$ cat config.mk
export PLATFORM = sky130hd
export DESIGN_NAME = gpio_axil_irq
export DESIGN_NICKNAME = d
export VERILOG_FILES = /design/src/rtl/gpio_axil_pkg.sv /design/src/rtl/gpio_sync_edge.sv /design/src/rtl/gpio_axil_irq.sv
export SDC_FILE = /design/constraint.sdc
export NUM_CORES = 1
export LEC_CHECK = 0
export CORE_ASPECT_RATIO = 0.75
export CORE_UTILIZATION = 30
export CTS_CLUSTER_SIZE = 24
export DETAILED_ROUTE_END_ITERATION = 10
export GPL_ROUTABILITY_DRIVEN = 0
export SYNTH_ARGS = -nofsm -noshare
export SYNTH_HDL_FRONTEND = slang
export SYNTH_SLANG_ARGS = --single-unit
$ cat constraint.sdc
create_clock -name s_axi_aclk -period 4.45 [get_ports s_axi_aclk]
set_input_delay 0.445 -clock s_axi_aclk [delete_from_list [all_inputs] [get_ports s_axi_aclk]]
set_output_delay 0.445 -clock s_axi_aclk [all_outputs]
set_load 0.005 [all_outputs]
$ cat src/rtl/gpio_axil_pkg.sv
// Shared constants, FSM state types and helpers for the AXI4-Lite GPIO block.
package gpio_axil_pkg;

    // Register byte offsets
    localparam int unsigned OFF_IDR = 32'h00;
    localparam int unsigned OFF_ODR = 32'h04;
    localparam int unsigned OFF_DIR = 32'h08;
    localparam int unsigned OFF_SET = 32'h0C;
    localparam int unsigned OFF_CLR = 32'h10;
    localparam int unsigned OFF_RIE = 32'h14;
    localparam int unsigned OFF_FIE = 32'h18;
    localparam int unsigned OFF_ISR = 32'h1C;

    // AXI response codes
    localparam logic [1:0] RESP_OKAY   = 2'b00;
    localparam logic [1:0] RESP_SLVERR = 2'b10;

    // Write channel states: idle, address/data accepted this cycle, response pending
    typedef enum logic [1:0] {
        WR_IDLE   = 2'd0,
        WR_ACCEPT = 2'd1,
        WR_RESP   = 2'd2
    } wr_state_t;

    // Read channel states: idle, address accepted this cycle, data pending
    typedef enum logic [1:0] {
        RD_IDLE   = 2'd0,
        RD_ACCEPT = 2'd1,
        RD_DATA   = 2'd2
    } rd_state_t;

    // Expand 4 byte strobes into a 32-bit bit mask
    function automatic logic [31:0] strb_mask(input logic [3:0] strb);
        logic [31:0] m;
        m = '0;
        for (int b = 0; b < 4; b++) begin
            m[b*8 +: 8] = {8{strb[b]}};
        end
        return m;
    endfunction

endpackage

$ cat src/rtl/gpio_sync_edge.sv
// Input synchroniser chain plus previous-sample register and edge detection.
module gpio_sync_edge #(
    parameter int unsigned GPIO_WIDTH  = 16,
    parameter int unsigned SYNC_STAGES = 2
) (
    input  logic                  i_clk,
    input  logic                  i_rst,
    input  logic [GPIO_WIDTH-1:0] i_gpio,
    output logic [GPIO_WIDTH-1:0] o_sync,
    output logic [GPIO_WIDTH-1:0] o_rise_c,
    output logic [GPIO_WIDTH-1:0] o_fall_c
);

    logic [GPIO_WIDTH-1:0] r_chain [SYNC_STAGES];
    logic [GPIO_WIDTH-1:0] r_prev;

    // Shift pins through the synchroniser and remember last synchronised value
    always_ff @(posedge i_clk) begin
        if (i_rst) begin
            for (int i = 0; i < int'(SYNC_STAGES); i++) begin
                r_chain[i] <= '0;
            end
            r_prev <= '0;
        end else begin
            r_chain[0] <= i_gpio;
            for (int i = 1; i < int'(SYNC_STAGES); i++) begin
                r_chain[i] <= r_chain[i-1];
            end
            r_prev <= r_chain[SYNC_STAGES-1];
        end
    end

    assign o_sync   = r_chain[SYNC_STAGES-1];
    assign o_rise_c = r_chain[SYNC_STAGES-1] & ~r_prev;
    assign o_fall_c = ~r_chain[SYNC_STAGES-1] & r_prev;

endmodule

$ cat src/rtl/gpio_axil_irq.sv
// AXI4-Lite GPIO with direction control, set/clear, and edge interrupts.
module gpio_axil_irq
    import gpio_axil_pkg::*;
#(
    parameter int unsigned GPIO_WIDTH  = 16,
    parameter int unsigned SYNC_STAGES = 2,
    parameter int unsigned ADDR_WIDTH  = 8
) (
    input  logic                  s_axi_aclk,
    input  logic                  s_axi_areset,
    input  logic [31:0]           s_axi_awaddr,
    input  logic                  s_axi_awvalid,
    output logic                  s_axi_awready,
    input  logic [31:0]           s_axi_wdata,
    input  logic [3:0]            s_axi_wstrb,
    input  logic                  s_axi_wvalid,
    output logic                  s_axi_wready,
    output logic [1:0]            s_axi_bresp,
    output logic                  s_axi_bvalid,
    input  logic                  s_axi_bready,
    input  logic [31:0]           s_axi_araddr,
    input  logic                  s_axi_arvalid,
    output logic                  s_axi_arready,
    output logic [31:0]           s_axi_rdata,
    output logic [1:0]            s_axi_rresp,
    output logic                  s_axi_rvalid,
    input  logic                  s_axi_rready,
    input  logic [GPIO_WIDTH-1:0] gpio_in,
    output logic [GPIO_WIDTH-1:0] gpio_out,
    output logic [GPIO_WIDTH-1:0] gpio_oe,
    output logic                  irq
);

    localparam logic [ADDR_WIDTH-1:0] A_IDR = ADDR_WIDTH'(OFF_IDR);
    localparam logic [ADDR_WIDTH-1:0] A_ODR = ADDR_WIDTH'(OFF_ODR);
    localparam logic [ADDR_WIDTH-1:0] A_DIR = ADDR_WIDTH'(OFF_DIR);
    localparam logic [ADDR_WIDTH-1:0] A_SET = ADDR_WIDTH'(OFF_SET);
    localparam logic [ADDR_WIDTH-1:0] A_CLR = ADDR_WIDTH'(OFF_CLR);
    localparam logic [ADDR_WIDTH-1:0] A_RIE = ADDR_WIDTH'(OFF_RIE);
    localparam logic [ADDR_WIDTH-1:0] A_FIE = ADDR_WIDTH'(OFF_FIE);
    localparam logic [ADDR_WIDTH-1:0] A_ISR = ADDR_WIDTH'(OFF_ISR);
    localparam logic [ADDR_WIDTH-1:0] A_WORD_MASK = ~ADDR_WIDTH'(3);

    // Register file
    logic [GPIO_WIDTH-1:0] r_odr;
    logic [GPIO_WIDTH-1:0] r_dir;
    logic [GPIO_WIDTH-1:0] r_rie;
    logic [GPIO_WIDTH-1:0] r_fie;
    logic [GPIO_WIDTH-1:0] r_isr;

    // AXI channel state and registered outputs
    wr_state_t   r_wr_state, w_wr_state_nxt;
    rd_state_t   r_rd_state, w_rd_state_nxt;
    logic        r_awready, w_awready_nxt;
    logic        r_bvalid,  w_bvalid_nxt;
    logic [1:0]  r_bresp,   w_bresp_nxt;
    logic        r_arready, w_arready_nxt;
    logic        r_rvalid,  w_rvalid_nxt;
    logic [1:0]  r_rresp,   w_rresp_nxt;
    logic [31:0] r_rdata,   w_rdata_nxt;

    // Decode and datapath wires
    logic [ADDR_WIDTH-1:0] w_wr_off;
    logic [ADDR_WIDTH-1:0] w_rd_off;
    logic                  w_wr_mapped;
    logic                  w_rd_mapped;
    logic                  w_wr_fire;
    logic [31:0]           w_mask32;
    logic [GPIO_WIDTH-1:0] w_wmask;
    logic [GPIO_WIDTH-1:0] w_wdata;
    logic [GPIO_WIDTH-1:0] w_isr_clr;
    logic [GPIO_WIDTH-1:0] w_isr_set;
    logic [GPIO_WIDTH-1:0] w_sync;
    logic [GPIO_WIDTH-1:0] w_rise;
    logic [GPIO_WIDTH-1:0] w_fall;
    logic [31:0]           w_rd_val;
    logic                  w_unused;

    // Pin synchroniser and edge detector
    gpio_sync_edge #(
        .GPIO_WIDTH  (GPIO_WIDTH),
        .SYNC_STAGES (SYNC_STAGES)
    ) u_sync_edge (
        .i_clk    (s_axi_aclk),
        .i_rst    (s_axi_areset),
        .i_gpio   (gpio_in),
        .o_sync   (w_sync),
        .o_rise_c (w_rise),
        .o_fall_c (w_fall)
    );

    assign w_wr_off    = s_axi_awaddr[ADDR_WIDTH-1:0] & A_WORD_MASK;
    assign w_rd_off    = s_axi_araddr[ADDR_WIDTH-1:0] & A_WORD_MASK;
    assign w_wr_mapped = (w_wr_off <= A_ISR);
    assign w_rd_mapped = (w_rd_off <= A_ISR);
    assign w_wr_fire   = r_awready && s_axi_awvalid && s_axi_wvalid && w_wr_mapped;
    assign w_mask32    = strb_mask(s_axi_wstrb);
    assign w_wmask     = w_mask32[GPIO_WIDTH-1:0];
    assign w_wdata     = s_axi_wdata[GPIO_WIDTH-1:0];
    assign w_isr_clr   = (w_wr_fire && (w_wr_off == A_ISR)) ? (w_wdata & w_wmask) : '0;
    assign w_isr_set   = (w_rise & r_rie) | (w_fall & r_fie);

    // Bus bits beyond the decoded address and pin count are intentionally dropped
    assign w_unused = ^{s_axi_awaddr, s_axi_araddr, s_axi_wdata, w_mask32};

    // Write channel next-state and registered-output values
    always_comb begin
        w_wr_state_nxt = r_wr_state;
        w_awready_nxt  = 1'b0;
        w_bvalid_nxt   = r_bvalid;
        w_bresp_nxt    = r_bresp;
        case (r_wr_state)
            WR_IDLE: begin
                if (s_axi_awvalid && s_axi_wvalid) begin
                    w_wr_state_nxt = WR_ACCEPT;
                    w_awready_nxt  = 1'b1;
                end
            end
            WR_ACCEPT: begin
                w_wr_state_nxt = WR_RESP;
                w_bvalid_nxt   = 1'b1;
                w_bresp_nxt    = w_wr_mapped ? RESP_OKAY : RESP_SLVERR;
            end
            WR_RESP: begin
                if (s_axi_bready) begin
                    w_wr_state_nxt = WR_IDLE;
                    w_bvalid_nxt   = 1'b0;
                end
            end
            default: begin
                w_wr_state_nxt = WR_IDLE;
                w_bvalid_nxt   = 1'b0;
            end
        endcase
    end

    // Read data mux for mapped offsets; write-only registers read as zero
    always_comb begin
        w_rd_val = '0;
        case (w_rd_off)
            A_IDR:   w_rd_val = 32'(w_sync);
            A_ODR:   w_rd_val = 32'(r_odr);
            A_DIR:   w_rd_val = 32'(r_dir);
            A_RIE:   w_rd_val = 32'(r_rie);
            A_FIE:   w_rd_val = 32'(r_fie);
            A_ISR:   w_rd_val = 32'(r_isr);
            default: w_rd_val = '0;
        endcase
    end

    // Read channel next-state and registered-output values
    always_comb begin
        w_rd_state_nxt = r_rd_state;
        w_arready_nxt  = 1'b0;
        w_rvalid_nxt   = r_rvalid;
        w_rresp_nxt    = r_rresp;
        w_rdata_nxt    = r_rdata;
        case (r_rd_state)
            RD_IDLE: begin
                if (s_axi_arvalid) begin
                    w_rd_state_nxt = RD_ACCEPT;
                    w_arready_nxt  = 1'b1;
                end
            end
            RD_ACCEPT: begin
                w_rd_state_nxt = RD_DATA;
                w_rvalid_nxt   = 1'b1;
                w_rresp_nxt    = w_rd_mapped ? RESP_OKAY : RESP_SLVERR;
                w_rdata_nxt    = w_rd_mapped ? w_rd_val : '0;
            end
            RD_DATA: begin
                if (s_axi_rready) begin
                    w_rd_state_nxt = RD_IDLE;
                    w_rvalid_nxt   = 1'b0;
                end
            end
            default: begin
                w_rd_state_nxt = RD_IDLE;
                w_rvalid_nxt   = 1'b0;
            end
        endcase
    end

    // AXI channel state and handshake registers
    always_ff @(posedge s_axi_aclk) begin
        if (s_axi_areset) begin
            r_wr_state <= WR_IDLE;
            r_rd_state <= RD_IDLE;
            r_awready  <= 1'b0;
            r_bvalid   <= 1'b0;
            r_bresp    <= RESP_OKAY;
            r_arready  <= 1'b0;
            r_rvalid   <= 1'b0;
            r_rresp    <= RESP_OKAY;
            r_rdata    <= '0;
        end else begin
            r_wr_state <= w_wr_state_nxt;
            r_rd_state <= w_rd_state_nxt;
            r_awready  <= w_awready_nxt;
            r_bvalid   <= w_bvalid_nxt;
            r_bresp    <= w_bresp_nxt;
            r_arready  <= w_arready_nxt;
            r_rvalid   <= w_rvalid_nxt;
            r_rresp    <= w_rresp_nxt;
            r_rdata    <= w_rdata_nxt;
        end
    end

    // Register file updates; an edge setting ISR wins over a same-cycle W1C
    always_ff @(posedge s_axi_aclk) begin
        if (s_axi_areset) begin
            r_odr <= '0;
            r_dir <= '0;
            r_rie <= '0;
            r_fie <= '0;
            r_isr <= '0;
        end else begin
            if (w_wr_fire) begin
                case (w_wr_off)
                    A_ODR:   r_odr <= (r_odr & ~w_wmask) | (w_wdata & w_wmask);
                    A_DIR:   r_dir <= (r_dir & ~w_wmask) | (w_wdata & w_wmask);
                    A_SET:   r_odr <= r_odr | (w_wdata & w_wmask);
                    A_CLR:   r_odr <= r_odr & ~(w_wdata & w_wmask);
                    A_RIE:   r_rie <= (r_rie & ~w_wmask) | (w_wdata & w_wmask);
                    A_FIE:   r_fie <= (r_fie & ~w_wmask) | (w_wdata & w_wmask);
                    default: ;
                endcase
            end
            r_isr <= (r_isr & ~w_isr_clr) | w_isr_set;
        end
    end

    assign s_axi_awready = r_awready;
    assign s_axi_wready  = r_awready;
    assign s_axi_bvalid  = r_bvalid;
    assign s_axi_bresp   = r_bresp;
    assign s_axi_arready = r_arready;
    assign s_axi_rvalid  = r_rvalid;
    assign s_axi_rresp   = r_rresp;
    assign s_axi_rdata   = r_rdata;
    assign gpio_out      = r_odr;
    assign gpio_oe       = r_dir;
    assign irq           = |r_isr;

endmodule

# Yosys cells after proc, flatten, opt, wreduce, memory -nomap -nowiden
# Memory sizes are Yosys's and may differ from the RTL's.
# Cells that the tools add are included.
# W data, S select, Z words.
[totals] reg_bits=140 mem_bits_rw=32 input_bits=123 wordCells=108 mem_count=1
[op_classes] n_lt_le_gt_ge=2 n_eq_ne=20 mux=23 bitwise_logic=27 n_reduce_logical=20
[memory_table] name="u_sync_edge.r_chain" words=2 width=16 read_ports=2 rd_ports_with_merged_regs=0 wr=2 line_no="gpio_sync_edge.sv:14" source="logic [GPIO_WIDTH-1:0] r_chain [SYNC_STAGES];"
[op_table] operator="$and A16 B16 Y16" count=11
[op_table] operator="$or A16 B16 Y16" count=7
[op_table] operator="$pmux W16 S6" count=1
[op_table] operator="$not A16 Y16" count=5
[op_table] operator="$mux W16" count=3
[op_table] operator="$pmux W16 S3" count=1
[op_table] operator="$eq A6 B3 Y1 const B" count=7
[op_table] operator="$mux W32" count=1
[op_table] operator="$eq A6 B2 Y1 const B" count=3
[op_table] operator="$le A8 B5 Y1 const B" count=2
[op_table] operator="$reduce_and A2 Y1" count=8
[op_table] operator="$reduce_or A16 Y1" count=1
[op_table] operator="$eq A6 B1 Y1 const B" count=2
[op_table] operator="$mux W2" count=6
[op_table] operator="$pmux W2 S3" count=2
[op_table] operator="$logic_not A8 Y1" count=1
[op_table] operator="$ne A2 B2 Y1 const B" count=4
[op_table] operator="$mux W1" count=7
[op_table] operator="$pmux W1 S3" count=2
[op_table] operator="$logic_and A1 B1 Y1" count=5
[op_table] operator="$eq A2 B1 Y1 const B" count=2
[op_table] operator="$eq A2 B2 Y1 const B" count=2
[op_table] operator="$logic_not A2 Y1" count=2
[op_table] operator="$reduce_or A2 Y1" count=2
[op_table] operator="3 further kinds" count=5

# Longest topological paths before layout
[depth] ltp_word=8 mapped_depth=7 ltp_nobuf=4

# Hierarchy
# A second synthesis with hierarchy kept.
[unflattened] hier_cells=728 hier_area_um2=6854.1
[modules_own_cells] module="gpio_axil_irq" n_inst=1 cells_per_inst=579 area_per_inst_um2=5228.8 seq_area_each_um2=2122.0
[modules_own_cells] module="gpio_sync_edge" n_inst=1 cells_per_inst=149 area_per_inst_um2=1625.3 seq_area_each_um2=960.9

# Worst setup path before layout
# No wires, ideal clock.
[synth_path] path_type="input to register" startpoint="input s_axi_awaddr[7]" endpoint="register r_isr[0]" setup_time_ps=133 arrival_ps=1865 t_required_ps=4317 setup_slack_ps=2452 path_stages=6 cell_sequence="or3_1 > buf_6 > or4_1 > clkbuf_1 > o21ai_1 > a31oi_1"
[synth_between] elab_chain_cells=7 elab_cells_between_ends=8
[synth_rtl] element="from (decl)" line_no="gpio_axil_irq.sv:11" source="input logic [31:0] s_axi_awaddr,"
[synth_rtl] element="$le A8 B5 Y1" line_no="gpio_axil_irq.sv:94" source="assign w_wr_mapped = (w_wr_off <= A_ISR);"
[synth_rtl] element="$logic_and A1 B1 Y1" line_no="gpio_axil_irq.sv:96" source="assign w_wr_fire = r_awready && s_axi_awvalid && s_axi_wvalid && w_wr_mapped;"
[synth_rtl] element="$logic_and A1 B1 Y1 (*)" line_no="gpio_axil_irq.sv:100" source="assign w_isr_clr = (w_wr_fire && (w_wr_off == A_ISR)) ? (w_wdata & w_wmask) : '0;"
[synth_rtl] element="$mux W16 (*)" line_no="gpio_axil_irq.sv:100"
[synth_rtl] element="$not A16 Y16 (*)" line_no="gpio_axil_irq.sv:229" source="r_isr <= (r_isr & ~w_isr_clr) | w_isr_set;"
[synth_rtl] element="$and A16 B16 Y16 (*)" line_no="gpio_axil_irq.sv:229"
[synth_rtl] element="$or A16 B16 Y16 (*)" line_no="gpio_axil_irq.sv:229"
[synth_rtl] element="to (signal assigned)" line_no="gpio_axil_irq.sv:229"
[synth_rtl] element="to (decl)" line_no="gpio_axil_irq.sv:49" source="logic [GPIO_WIDTH-1:0] r_isr;"
# Mark *: on every way between the ends. The rest lies on a longest branch, timed or not.
# A chain may end at the register's enable or synchronous reset.

# Final worst setup path
[layout_path] startpoint="input s_axi_araddr[4]" endpoint="register r_rdata[15], in the netlist s_axi_rdata[15]"
[layout_between] elab_chain_cells=3 elab_cells_between_ends=9
[layout_rtl] element="from (decl)" line_no="gpio_axil_irq.sv:21" source="input logic [31:0] s_axi_araddr,"
[layout_rtl] element="branches (longest 2 deep; another with $le A8 B5 Y1)"
[layout_rtl] element="$mux W32 (*)" line_no="gpio_axil_irq.sv:169" source="w_rdata_nxt = w_rd_mapped ? w_rd_val : '0;"
[layout_rtl] element="to (signal assigned)" line_no="gpio_axil_irq.sv:205" source="r_rdata <= w_rdata_nxt;"
[layout_rtl] element="to (decl)" line_no="gpio_axil_irq.sv:60" source="logic [31:0] r_rdata, w_rdata_nxt;"
# Mark *: on every way between the ends.

==> out/qor.csv <==
metric;value;unit
final worst setup slack;1.76;ns
Net Sw Frac;23.7;%
Critical Path Start Type;input pin;
Gate power share;6.7;%
kind of critical path;in -> reg;
row count;46;
worst hold margin;0.434;ns
post-synth cell types;43;
Routed WL;19.5;mm
final slew viol count;0;
final period utilization;60.5;%
final setup fails;0;
fillcell total;2092;
Clock Sinks;154;
aggregate global routing overflow;0;
port buffer count;108;
start of the worst register-to-register path;r_rd_state[0];
Period minus WS final;2.69;ns
register bit total from synthesis;154;
CTS Buf Count;17;
DRT iter0 DRCs;473;
Initial Util;30.7;%
pin count of the biggest net entering global routing;73;
asr flop ratio synth;0;%
nets@finish;893;
hold endpoint;u_sync_edge.r_chain[0][27];
CP Data Arrival Time;3.04;ns
share of the synthesized area in the top cell type;47.3;%
R2R Setup Slk;1.93;ns
worst r2r path cells;4;
1st-pass router iterations;5;
Critical Path Max Stage Delay;0.86;ns
sequential share of power;46.9;%
Die Area;22300;sq um
Synth area leaders;dfxtp_1 47%, mux2i_1 7.4%, nor2b_1 5.1%, nand3b_1 3.7%, nor2_1 3.4%;
crit path cell chain;clkdlybuf4s50_1 -> or3b_2 -> o2111ai_1 -> or3_1 -> a21oi_1;
first-pass GRT wire length;30.3;mm
die width;172;um
run status;finished clean;
layout cell share with drive strength beyond 1;8.82;%
clock group share of total power;46.4;%
initial antenna violation count;0;
Hold Crit Class;reg -> reg;
post-route ant nets;0;
gr usage total;18.2;%
Post-synth EDFFs;0;
most area-hungry cell type in the Yosys netlist;dfxtp_1;
hold path cells;1;
leakage;3.01;nW
Final Hold Fails;0;
vias per inst;5.04;
VDD IR max;0.000253;V
synthesis warning total;0;
Worst Path Max Fanout;17;
ys flop type;dfxtp_1;
Setup Total Neg Slack;0;ns
WP buf/inv;1;
Worst path top cell family by delay;simple AND/OR/NAND/NOR gates;
Util after Layout;39.4;%
CTS clock-pin slew for the worst setup and hold paths;0.06;ns
post-DP HPWL;13.1;mm
CP startpoint;s_axi_araddr[4];
# DRC;0;
post-CTS sizing;0;
Min-Delay Startpoint;u_sync_edge.r_chain[0][11];
CTS tree;yes;
Crit Reg-Reg Endpoint;s_axi_rdata[15];
setup repair after global routing missed its margin;false;
slew margin rel.;20.1;%
max cap viols;0;
Chip Height;130;um
Int Power;2.30;mW
Crit path required time;4.80;ns
setup bufs post-CTS;0;
Worst Tran Pin Value;1.20;ns
root buf cell;clkbuf_16;
synthesized area per cell;9.69;sq um
cts hold-fix bufs;0;
slowest CP cell;clkdlybuf4s50_1;
Setup Skew;0.00748;ns
Crit. End Element;flip-flop;
H-tree Lvls;4;
Sw Pwr;0.716;mW
Placement Setup Slack;1.41;ns
mapped cell area;6520;sq um
core region area;21200;sq um
Skew-Pair Late Insertion Delay;0.43;ns
n_diodes;0;
pwr/cell area;360;nW/um^2
fmax;372;MHz
post-synthesis sequential area ratio;47.3;%
I/O pin count;197;
P&R area growth vs syn;28.4;%
CTS max path bufs;2;
DR vias;5396;
Syn Inst Count;673;
routed len/inst;18.2;um
vias in the first global route;5123;
Tot Pwr;3.02;mW
-- power groups by stage --
stage                     combinational (mW)  sequential (mW)  clock [mW]
final                                  0.201             1.42        1.40
after global routing                   0.219             1.42        1.49
after CTS                              0.200             1.42        1.42
after detailed placement               0.199             1.45           0
after global placement                 0.199             1.45           0
after floorplan                        0.111             1.44           0
-- per-layer routing --
metal	global-route usage, %	wire [um]	vias up
li1	-	-	2593
met1	26.2	9670	2557
met2	25.3	7850	233
met3	6.11	1820	13
met4	5.31	174	0
met5	0	0	-
-- synth_stat cells (all sizes together) (13+ instances only) --
master,instances
a221oi,19
a22o,22
a31oi,16
buf,25
clkbuf,33
dfxtp,154
inv,19
mux2,16
mux2i,48
nand2,27
nand3,37
nand3b,32
nor2,59
nor2b,53
nor4,13
o21ai,27
-- stage by stage --
stage | cells | instance area, sq um
global route | 1070 | 8380
floorplan | 690 | 6590
global placement | 1039 | 7810
finish | 1070 | 8380
detailed placement | 1039 | 7810
CTS | 1070 | 8380
-- worst register-to-register path: stages (launching register included) --
cell	delay, ns
dfxtp_1	0.42
nor2b_1	0.55
o2111ai_1	0.73
or3_1	0.62
a21oi_1	0.13
-- kinds of logic (layout without fill, tap and decap cells) --
| family | count (synthesis) | count (layout) | share of synthesized area [%] |
|---|---|---|---|
| AO/OA/AOI/OAI | 120 | 120 | 13.7 |
| AND/OR/NAND/NOR | 257 | 257 | 23.1 |
| multiplexers | 64 | 64 | 10.1 |
| other | 1 | 18 | 0.0575 |
| flip-flops | 154 | 154 | 47.3 |
| buffers and inverters | 77 | 169 | 5.70 |
-- layout by cell type, fill, tap and decap left out, types with 3 or more instances in the layout --
cell type / synthesis / final
nor2_1: 59 / 59
clkinv_2: 0 / 3
clkdlybuf4s50_1: 0 / 107
clkbuf_8: 0 / 3
nand2b_1: 6 / 6
o211a_1: 3 / 3
inv_1: 19 / 19
and3_1: 9 / 9
clkinvlp_4: 0 / 3
mux2_2: 16 / 16
dfxtp_1: 154 / 154
a22o_1: 22 / 22
nor4_4: 6 / 6
a41o_1: 4 / 4
buf_4: 19 / 12
o21ai_0: 11 / 11
clkbuf_16: 0 / 17
o21ai_1: 16 / 16
conb_1: 1 / 18
mux2i_1: 48 / 48
a221o_1: 12 / 12
a21boi_0: 5 / 5
nand3_1: 36 / 36
o2111ai_1: 3 / 3
a31oi_1: 16 / 16
nand4_1: 5 / 5
a21oi_1: 8 / 8
nor4_1: 6 / 6
nand2_1: 27 / 27
a221oi_1: 19 / 19
nor2b_1: 53 / 53
nor3_1: 4 / 3
nand3b_1: 32 / 32
-- layout make-up --
cell class / count / area (sq um) / share of cell area (%)
multi-input combinational: 459 / 3140 / 37.4
sequential: 154 / 3080 / 36.8
timing repair buffer: 119 / 1160 / 13.9
clock buffer: 21 / 470 / 5.62
tap: 288 / 360 / 4.30
clock inverter: 10 / 93.8 / 1.12
inverter: 19 / 71.3 / 0.852
-- worst max path at each step --
stage	end	cells after the start	slack [ns]
global placement	s_axi_rdata[15]	5	1.40
global route	s_axi_rdata[15]	5	1.67
CTS	s_axi_rdata[15]	5	1.85
floorplan	r_isr[0]	6	2.45
finish	s_axi_rdata[15]	5	1.76
detailed placement	s_axi_rdata[15]	5	1.41
(Power assumes the default switching activity.)
